`config.mk`:
```
export PLATFORM = sky130hd
export DESIGN_NAME = mem_seq_ctrl
export DESIGN_NICKNAME = d
export VERILOG_FILES = /design/src/rtl/mem_seq_ctrl.sv
export SDC_FILE = /design/constraint.sdc
export NUM_CORES = 1
export LEC_CHECK = 0
export BUFFER_PORTS_ARGS = -buffer_cell sky130_fd_sc_hd__buf_2
export CAP_MARGIN = 30
export CELL_PAD_IN_SITES_DETAIL_PLACEMENT = 0
export CELL_PAD_IN_SITES_GLOBAL_PLACEMENT = 1
export CORE_ASPECT_RATIO = 0.7
export CORE_MARGIN = 1.5
export CORE_UTILIZATION = 23
export DETAILED_ROUTE_END_ITERATION = 8
export PLACE_DENSITY_LB_ADDON = 0.1
export SLEW_MARGIN = 0
export SYNTH_ARGS = -nofsm -noshare
export SYNTH_HDL_FRONTEND = slang
export SYNTH_SLANG_ARGS = --single-unit
```
`constraint.sdc`:
```
create_clock -name Clk -period 1.6 [get_ports Clk]
set_input_delay 0.32 -clock Clk [delete_from_list [all_inputs] [get_ports Clk]]
set_output_delay 0.32 -clock Clk [all_outputs]
set_load 0.01 [all_outputs]
```
`src/rtl/mem_seq_ctrl.sv`:
```
// ============================================================================
// Module   : mem_seq_ctrl
// Purpose  : Multi-cycle fetch/data/commit sequencer that lets a single-cycle
//            CPU datapath share one variable-latency memory port.
// Options  : `define MEM_SEQ_CTRL_PERF_EN to build the retire/stall counters.
// Revision : 1.0 - initial release
// ============================================================================
`default_nettype none

module mem_seq_ctrl #(
   parameter logic [5:0] LW_OP = 6'b100011,
   parameter logic [5:0] SW_OP = 6'b101011
) (
   input  logic        Clk,
   input  logic        Reset,
   input  logic        run,
   input  logic [31:0] Iaddr,
   input  logic [31:0] Daddr,
   input  logic [31:0] Dwrite,
   input  logic        Wmem,
   output logic [31:0] Inst,
   output logic [31:0] Dread,
   output logic        En,
   output logic        busy,
   output logic        mem_req,
   output logic        mem_we,
   output logic [31:0] mem_addr,
   output logic [31:0] mem_wdata,
   input  logic [31:0] mem_rdata,
   input  logic        mem_ready,
   output logic [31:0] inst_count,
   output logic [31:0] stall_count
);

   typedef enum logic [2:0] {
      S_IDLE   = 3'd0,
      S_FETCH  = 3'd1,
      S_DECODE = 3'd2,
      S_DATA   = 3'd3,
      S_COMMIT = 3'd4
   } state_t;

   state_t      state_q, state_d;
   logic [31:0] inst_q,  inst_d;
   logic [31:0] dread_q, dread_d;

   logic w_is_mem;
   logic w_is_load;

   assign w_is_mem  = Wmem || (inst_q[31:26] == LW_OP);
   // A store opcode never loads, even if Wmem is momentarily inconsistent.
   assign w_is_load = !Wmem && (inst_q[31:26] != SW_OP);

   always_ff @(posedge Clk) begin
      if (Reset) begin
         state_q <= S_IDLE;
         inst_q  <= '0;
         dread_q <= '0;
      end else begin
         state_q <= state_d;
         inst_q  <= inst_d;
         dread_q <= dread_d;
      end
   end

   always_comb begin
      state_d   = state_q;
      inst_d    = inst_q;
      dread_d   = dread_q;
      En        = 1'b0;
      mem_req   = 1'b0;
      mem_we    = 1'b0;
      mem_addr  = '0;
      mem_wdata = '0;
      case (state_q)
         S_IDLE: begin
            if (run) state_d = S_FETCH;
         end
         S_FETCH: begin
            mem_req  = 1'b1;
            mem_addr = Iaddr;
            if (mem_ready) begin
               inst_d  = mem_rdata;
               state_d = S_DECODE;
            end
         end
         S_DECODE: begin
            state_d = w_is_mem ? S_DATA : S_COMMIT;
         end
         S_DATA: begin
            mem_req   = 1'b1;
            mem_we    = Wmem;
            mem_addr  = Daddr;
            mem_wdata = Dwrite;
            if (mem_ready) begin
               if (w_is_load) dread_d = mem_rdata;
               state_d = S_COMMIT;
            end
         end
         S_COMMIT: begin
            En      = 1'b1;
            state_d = run ? S_FETCH : S_IDLE;
         end
         default: state_d = S_IDLE;
      endcase
   end

   assign Inst  = inst_q;
   assign Dread = dread_q;
   assign busy  = (state_q != S_IDLE);

`ifdef MEM_SEQ_CTRL_PERF_EN
   logic [31:0] inst_cnt_q;
   logic [31:0] stall_cnt_q;

   always_ff @(posedge Clk) begin
      if (Reset) begin
         inst_cnt_q  <= '0;
         stall_cnt_q <= '0;
      end else begin
         if (state_q == S_COMMIT)     inst_cnt_q  <= inst_cnt_q + 32'd1;
         if (mem_req && !mem_ready)   stall_cnt_q <= stall_cnt_q + 32'd1;
      end
   end

   assign inst_count  = inst_cnt_q;
   assign stall_count = stall_cnt_q;
`else
   assign inst_count  = '0;
   assign stall_count = '0;
`endif

endmodule

`default_nettype wire

```
==> metrics.csv <==
stage;metric;value;unit
drt;DRC;0;
worst_setup_path;path depth of the worst reg2reg path;8;
worst_setup_path;worst-path maximum fanout;8;
outcome;outcome;complete, but fails checks;
clocking;clock latency on the worst-skew pair;0.34;ns
clocking;hold buffer count at CTS;0;
worst_hold_path;type of the worst min-delay path;primary input to flip-flop;
timing;crit path setup slack, layout;-0.292;ns
outcome;violations in the final reports;negative setup slack;
grt;maximum number of pins on one net before global-route repair;36;
timing;unrepaired setup endpoints after global routing;yes;
power;power share of the clock group;0.424;
layout;P&R area growth vs syn;51.4;%
floorplanning;total number of placement rows;39;
synthesis;fraction of the yosys area taken by sequential cells;0.343;
worst_setup_path;Worst EP arrival;1.57;ns
synthesis;Cell variety after synth;31;
worst_setup_path;FF-to-FF End;state_q[0];
worst_hold_path;start point of the worst min-delay path;mem_rdata[14];
drt;uppermost signal routing layer after detailed routing;met4;
place;Port Buffers;264;
timing;Max Clk Rate;529;MHz
floorplanning;initial core utilization;0.237;
worst_setup_path;start-to-end type of the worst setup path;flip-flop to output pin;
layout;share of cells above drive strength 1;0.451;
synthesis;Yosys reg bits;67;
layout;area of all placed cells without fillers;5920;µm²
drt;WL met1;7040;µm
power;Cell Int Power;3.46;mW
drt;total detailed-routing wirelength;14800;µm
drt;first-pass detailed-route iteration total;4;
floorplanning;width of the die;159;µm
clocking;Max clock buf depth;2;
power;switching power total;1.36;mW
clocking;total clock buffers created by CTS;9;
synthesis;leading post-synthesis cells by cell area;sky130_fd_sc_hd__dfxtp_1, sky130_fd_sc_hd__buf_4, sky130_fd_sc_hd__nand2b_1, sky130_fd_sc_hd__mux2i_1, sky130_fd_sc_hd__a22o_1;
synthesis;cell taking the most area after synthesis;sky130_fd_sc_hd__dfxtp_1;
worst_setup_path;R2R setup slack;-0.05;ns
worst_setup_path;Reg-to-Reg Start;state_q[1];
worst_setup_path;Setup crit start kind;flip-flop;
floorplanning;Std-Cell Core Area;16500;µm²
worst_setup_path;Data required, critical path;1.28;ns
layout;fillcell total;1772;
clocking;depth of the CTS H-tree;3;
layout;non-filler cells in the finished layout;962;
timing;period utilization;1.18;
grt;first-pass GRT wire length;21100;µm
drt;routed wl met3;1040;µm
grt;number of antenna violations at the first check in global routing;0;
place;Placed Area;5220;µm²
timing;Max Transition Viols Final;0;
synthesis;Yosys top cell area share;0.343;
floorplanning;Die Footprint;17800;µm²
clocking;clock input transition at the sequential cells of the worst setup and hold paths;0.06;ns
place;final RePlAce weighted congestion;0.819;
synthesis;Avg Cell Area, Syn;8.54;µm²
floorplanning;vertical die dimension;112;µm
clocking;Root Buffer;sky130_fd_sc_hd__clkbuf_16;
worst_hold_path;hold path cells;3;
worst_hold_path;Hold Crit Endpoint;Inst[14];
synthesis;area of the mapped netlist;3910;µm²
run;max-cap violation count;0;
place;number of placed cells counting well taps;921;
power;worst-case vdd ir drop;0.000443;V
clocking;CTS sink count;67;
power;leakage dissipation;3.10;nW
place;total half-perimeter wirelength after legalization and detailed placement;10300;µm
timing;Min Clock Period, post-route;1.89;ns
drt;detailed-route via count;4023;
timing;worst clock skew;0.00987;ns
drt;met2 wirelength from detailed routing;6610;µm
power;total power per unit cell area;814;nW/µm²
worst_setup_path;critical path capture point type;output pin;
layout;nets@finish;864;
power;Switching Share;0.281;
timing;Setup-failing EPs final;70;
grt;Overall Global Routing Usage;0.151;
drt;number of nets with antenna violations after routing;0;
timing;number of hold violations in the final report;0;
drt;per-cell via count in the routed design;4.18;
power;combinational cell fraction of total power;0.213;
grt;GRT Residual Overflow;0;
drt;average routed wire per standard cell;15.4;µm
power;sequential cell fraction of total power;0.363;
drt;first-iteration detailed-routing DRC count;192;
synthesis;warnings from Yosys;0;
floorplanning;# IOs;329;
grt;number of global-route vias before repair;3679;
synthesis;Post-Syn Instances;458;
clocking;clock tree from TritonCTS;built;
## per-layer routing
layer	vias up	track usage
li1	1964	-
met1	1870	0.207
met2	177	0.228
met3	12	0.0528
met4	0	0.0337
met5	-	0
## flip-flops by register name, summed over array words and instances, names as in the netlist
| name | cells |
|---|---|
| state_q | 3 |
| Inst | 32 |
| Dread | 32 |
## power groups by stage
stage	sequential, mW	clock, mW	combinational (mW)
floorplan	1.80	0	0.561
global placement	1.78	0	0.876
detailed placement	1.78	0	0.880
CTS	1.75	2.10	0.962
global route	1.75	2.21	1.11
finish	1.75	2.04	1.03
## critical path: stages (launching register included)
cell                      delay (ns)
sky130_fd_sc_hd__dfxtp_2        0.33
sky130_fd_sc_hd__buf_6          0.12
sky130_fd_sc_hd__nor3b_4        0.23
sky130_fd_sc_hd__buf_6          0.16
sky130_fd_sc_hd__buf_12         0.12
sky130_fd_sc_hd__a22o_1         0.14
sky130_fd_sc_hd__buf_2          0.13
## through the flow
stage	setup WS [ns]	power, mW	utilization	TNS (ns)	hold WS [ns]
detailed placement	0.0189	2.66	0.317	0	0.446
global route	-0.388	5.08	0.359	-22.91	0.213
CTS	-0.275	4.81	0.344	-14.70	0.223
finish	-0.292	4.82	0.359	-15.23	0.230
global placement	0.0622	2.66	0.317	0	0.441
floorplan	-0.0282	2.36	-	-0.847	0.456
## cell families after synthesis
logic type / count (synthesis) / share of synthesized area
other: 1 / 0.000959
AND/OR/NAND/NOR: 179 / 0.255
flip-flops: 67 / 0.343
multiplexers: 33 / 0.0848
buffers and inverters: 106 / 0.185
AO/OA/AOI/OAI: 72 / 0.131
## cells in the final DEF, fill, tap and decap left out, types with 2 or more instances in the layout
master                         n
sky130_fd_sc_hd__a21oi_1      34
sky130_fd_sc_hd__a22o_1       32
sky130_fd_sc_hd__and2_4        5
sky130_fd_sc_hd__and3_1       35
sky130_fd_sc_hd__buf_12        7
sky130_fd_sc_hd__buf_2       261
sky130_fd_sc_hd__buf_4        14
sky130_fd_sc_hd__buf_6        10
sky130_fd_sc_hd__buf_8         4
sky130_fd_sc_hd__clkbuf_16    12
sky130_fd_sc_hd__clkinv_4      2
sky130_fd_sc_hd__clkinvlp_4    2
sky130_fd_sc_hd__conb_1       64
sky130_fd_sc_hd__dfxtp_1      64
sky130_fd_sc_hd__dfxtp_4       2
sky130_fd_sc_hd__inv_1         2
sky130_fd_sc_hd__mux2i_1      32
sky130_fd_sc_hd__nand2_1      66
sky130_fd_sc_hd__nand2b_1     64
## worst max-delay path by stage
stage	start	endpoint	slack, ns	cells after the start
2_1_floorplan	state_q[1]	mem_addr[0]	-0.03	7
3_3_place_gp	state_q[2]	mem_addr[16]	0.06	4
3_5_place_dp	state_q[0]	Dread[6]	0.02	5
4_1_cts	state_q[1]	mem_addr[1]	-0.27	6
5_1_grt	state_q[1]	mem_addr[16]	-0.39	6
6_report	state_q[1]	mem_addr[16]	-0.29	6
## Yosys cell counts, drive strengths merged
master	count
a21oi	34
buf	78
mux2i	32
nor2	2
a2bb2oi	1
a211oi	1
inv	2
nor2b	1
a22o	32
a311oi	1
a2111oi	1
clkbuf	26
nand2	66
nand4bb	1
and2	2
conb	1
mux2	1
and4bb	2
a211o	1
nor3b	2
nand3	1
nand4b	1
dfxtp	67
and2b	1
and3	35
a22oi	1
nand2b	64
or3	1
## what timing repair did
item | CTS | global route
hold endpoints to repair | 0 | 0
buffers inserted | 4 | 11
pin swaps | 4 | 13
endpoints found under the setup margin | 67 | 101
cloned | 4 | 6
resized for setup | 17 | 25
## cell type report
class | instances | area [µm²] | area share
clock inverters | 5 | 62.6 | 0.0106
repair buffers | 300 | 1830 | 0.309
inverters | 2 | 7.51 | 0.00127
diodes | 1 | 2.50 | 0.000423
flip-flops and latches | 67 | 1350 | 0.228
well taps | 225 | 282 | 0.0476
multi-input cells | 351 | 2150 | 0.363
clock buffers | 11 | 243 | 0.0410
(Power assumes the default switching activity.)
